[config.mk]
export PLATFORM = sky130hd
export DESIGN_NAME = num_ctrl
export DESIGN_NICKNAME = d
export VERILOG_FILES = /design/src/rtl/num_ctrl.sv
export SDC_FILE = /design/constraint.sdc
export NUM_CORES = 1
export LEC_CHECK = 0
export CAP_MARGIN = 0
export CORE_MARGIN = 8
export CORE_UTILIZATION = 45
export CTS_CLUSTER_SIZE = 16
export DETAILED_ROUTE_END_ITERATION = 16
export PLACE_DENSITY = 0.9
export SLEW_MARGIN = 20
export SYNTH_ARGS = -nofsm -noshare
export SYNTH_HDL_FRONTEND = slang
export SYNTH_SLANG_ARGS = --single-unit
[constraint.sdc]
create_clock -name clk -period 4.5 [get_ports clk]
set_input_delay 0.9 -clock clk [delete_from_list [all_inputs] [get_ports clk]]
set_output_delay 0.9 -clock clk [all_outputs]
set_load 0.05 [all_outputs]
[src/rtl/num_ctrl.sv]
`default_nettype none
// num_ctrl: sequences the NUM instruction -- hands rA/rX bytes to the
// character-to-number converter and writes the signed result back as rA.
module num_ctrl #(
  parameter int TIMEOUT = 15
) (
  input  logic        clk,
  input  logic        rst_n,
  input  logic        req,
  input  logic [30:0] ra_in,
  input  logic [29:0] rx_in,
  output logic        busy,
  output logic        cv_start,
  output logic [59:0] cv_in,
  input  logic [29:0] cv_out,
  input  logic        cv_stop,
  output logic [30:0] ra_out,
  output logic        done,
  output logic        err
);

  typedef enum logic [2:0] {
    IDLE  = 3'd0,
    START = 3'd1,
    WAIT  = 3'd2,
    DONE  = 3'd3,
    ERR   = 3'd4
  } state_t;

  localparam logic [3:0] CNT_LAST = 4'(TIMEOUT - 1);

  state_t      state_q, state_d;
  logic [3:0]  cnt_q, cnt_d;
  logic        sign_q, sign_d;
  logic [59:0] cv_in_q, cv_in_d;
  logic [30:0] ra_q, ra_d;

  always_ff @(posedge clk or negedge rst_n) begin
    if (!rst_n) begin
      state_q <= IDLE;
      cnt_q   <= '0;
      sign_q  <= 1'b0;
      cv_in_q <= '0;
      ra_q    <= '0;
    end else begin
      state_q <= state_d;
      cnt_q   <= cnt_d;
      sign_q  <= sign_d;
      cv_in_q <= cv_in_d;
      ra_q    <= ra_d;
    end
  end

  always_comb begin
    state_d = state_q;
    cnt_d   = cnt_q;
    sign_d  = sign_q;
    cv_in_d = cv_in_q;
    ra_d    = ra_q;
    case (state_q)
      IDLE: begin
        if (req) begin
          sign_d  = ra_in[30];
          cv_in_d = {ra_in[29:0], rx_in};
          state_d = START;
        end
      end
      START: begin
        cnt_d   = '0;
        state_d = WAIT;
      end
      WAIT: begin
        // A strobe in the final wait cycle still wins over the timeout.
        if (cv_stop) begin
          ra_d    = {sign_q, cv_out};
          state_d = DONE;
        end else if (cnt_q == CNT_LAST) begin
          state_d = ERR;
        end else begin
          cnt_d = cnt_q + 4'd1;
        end
      end
      DONE:    state_d = IDLE;
      ERR:     state_d = IDLE;
      default: state_d = IDLE;
    endcase
  end

  assign busy     = (state_q != IDLE);
  assign cv_start = (state_q == START);
  assign done     = (state_q == DONE);
  assign err      = (state_q == ERR);
  assign cv_in    = cv_in_q;
  assign ra_out   = ra_q;

endmodule
`default_nettype wire

==> summary.txt <==
Status
  • Status: finished, final reports clean

Floorplan
  • Core Area: 0.00911 mm2
  • I/O Pins: 190
  • Initial core utilization: 45.6%
  • Rows: 35
  • Die width: 112 um
  • Die span in y: 112 um
  • Die area: 0.0126 mm2

Synth
  • Yosys cell types: 32
  • Synthesis Warnings: 0
  • Top cells by area, synth: dfrtp_1 60%, mux2_4 22%, mux2_2 8.1%
  • Post-synthesis cell count: 236
  • Register area share after synthesis: 59.6%
  • Yosys top cell by area: dfrtp_1
  • Share of the synthesized area in the top cell type: 59.6%
  • Syn avg cell area: 17.6 um2
  • Net Count, Synth: 333
  • Yosys reg bits: 99
  • Cell Area, Synth: 0.00416 mm2

Global route
  • Met2 Use GR: 29.6%
  • Busiest grt layer: met2
  • Vias in the first global route: 3030
  • Initial antenna violation count: 0
  • All-Layer GR Usage: 17.3%
  • Gr ovfl total: 0
  • Largest net degree at the start of global routing: 83
  • Met1 Use GR: 19.3%
  • GR met3 Demand/Resource: 6.60%
  • First-pass GRT wire length: 17.2 mm

Routing
  • Post-route ant nets: 0
  • Drt via density: 4.85
  • Initial DRC Count: 76
  • DRC: 0
  • Drt total wl: 10.8 mm
  • Wire per inst: 19.9 um
  • Vias after detailed routing: 2635
  • DRT Pass-1 Iters: 4

Cells and area
  • Layout cells sized above 1: 26.9%
  • Most common cell after layout, fill and taps aside: clkdlybuf4s50_1
  • Most frequent cells in the layout: 188 x clkdlybuf4s50_1, 99 x dfrtp_1, 60 x mux2_4
  • # diodes: 0
  • Post-route cell area: 0.00629 mm2
  • Nets: 524
  • Layout area overhead: 51.2%

Setup path
  • Critical path cell sequence: nor3b_1 > clkdlybuf4s50_1
  • CP peak stage delay: 0.90 ns
  • Reg-to-reg slack, setup: 2.27 ns
  • Worst-path maximum fanout: 10
  • CP Data Required Time: 3.60 ns
  • Worst setup SP type: flop
  • Critical Path End Type: output port
  • Crit-path slowest cell: clkdlybuf4s50_1
  • Critical Path AT: 2.19 ns
  • Worst setup path category: reg -> out

Clocking
  • CTS tree: done
  • H-tree Lvls: 3
  • CTS Hold Bufs: 0
  • CTS clk-pin slew, worst paths: 0.11 ns
  • Cts bufs inserted: 9
  • CTS Root Cell: clkbuf_8
  • Postcts setup bufs: 0
  • Buffer depth of the longest clock path: 2
  • Clock Latency Late Sink: 0.35 ns
  • CTS resizes: 0
  • Clock sink count: 99

Power
  • Leakage power total: 2.72 nW
  • Peak supply drop: 0.000517 V
  • PD cells: 915 mW/mm2
  • PnR Total Power: 0.00575 W

Min path
  • Worst Hold Class: reg -> reg

Timing
  • RSZ-0062 raised after global routing: no
  • Clk_skew: 0.0164 ns
  • Hold Fails Final Rpt: 0
  • Crit share post-route: 68.6%
  • Final critical-path setup slack: 1.41 ns
  • Crit path time final: 3.09 ns
  • Worst Tran Pin Value: 0.797 ns
  • Endpoints failing setup: 0
  • FMAX: 324 MHz
  • Final TNS setup: 0 ns
  • Slew HR: 46.9%
  • Final slew viol count: 0

Run
  • MaxCap Viol Count: 0

Place
  • Number of port buffers: 189
  • Placed Area: 0.00605 mm2
  • Worst setup slack after placement: 1.65 ns
  • Gpl congestion: 0.729
  • Hpwl dp: 8.29 mm
report_power, final:
| group | internal (W) | leakage [nW] | switching [W] |
|---|---|---|---|
| clock network | 0.000323 | 0.116 | 0.000324 |
| registers | 0.00133 | 1.18 | 0.000268 |
| logic | 0.00141 | 1.42 | 0.00210 |
| total | 0.00306 | 2.72 | 0.00269 |
synthesized netlist by cell type:
library cell	number
mux2_4	60
a21oi_1	2
nor2b_1	1
and3b_1	1
buf_12	6
and4bb_2	1
mux2_2	30
and4b_1	1
buf_2	5
ha_1	2
nor2_8	1
nor3b_1	3
nand3_1	3
nor2_1	1
mux2i_1	1
inv_1	3
buf_6	1
o2bb2ai_1	1
a211o_1	1
nand2_1	1
or4b_2	1
nand2b_1	1
nor3_1	1
mux2_1	2
nor4b_2	1
a211oi_1	1
a21bo_2	1
o21ai_0	1
xor2_1	1
dfrtp_1	99
or3_4	1
o21bai_1	1
flip-flops by register name, summed over array words and instances, names as in the netlist:
signal   cells
cnt_q        4
ra_out      31
cv_in       60
state_q      3
sign_q       1
logic make-up (layout without fill, tap and decap cells):
group                    after synthesis  in the layout  synth area share, %
AO/OA/AOI/OAI                          8              8                 1.38
AND/OR/NAND/NOR                       18             18                 3.61
adder cells (fa/ha/maj)                2              2                0.602
flip-flops                            99             99                 59.6
XOR/XNOR                               1              1                0.211
buffers and inverters                 15            211                 4.03
multiplexers                          93             93                 30.6
final timing paths:
check,startpoint,to,cells past startpoint
setup / recovery,state_q[0],cv_start,2
hold / removal,ra_out[13],ra_out[13],1
setup reg to reg,state_q[0],cv_in[38],4
hold reg to reg,ra_out[13],ra_out[13],1
max in group asynchronous,rst_n,cv_in[55],2
min in group asynchronous,rst_n,cv_in[16],1
through the flow:
| stage | hold WS, ns | instances | utilization [%] |
|---|---|---|---|
| 5_1_grt | 0.526 | 543 | 69.0 |
| 3_5_place_dp | 0.491 | 527 | 66.4 |
| 6_report | 0.514 | 543 | 69.0 |
| 2_1_floorplan | 0.476 | 236 | - |
| 3_3_place_gp | 0.467 | 527 | 66.4 |
| 4_1_cts | 0.518 | 543 | 69.0 |
per-layer routing:
metal	vias to the layer above	share of wire (%)
li1	1211	-
met1	1291	40
met2	119	51
met3	14	7.9
met4	0	1.8
met5	-	0
worst max-delay path: cells and delay by family, from the launching register on:
family	cells	cell delay, ns
buffers and inverters	1	0.90
DFF	1	0.51
and+or+nand+nor	1	0.43
area by class of cell:
class                           count  area, um2
Inverter                            3       11.3
Timing Repair Buffer              192       1920
Tap cell                          111        139
Sequential cell                    99       2480
Multi-Input combinational cell    122       1510
Fill cell                         655       2820
Clock inverter                      7        106
Clock buffer                        9        124
(Power assumes the default switching activity.)
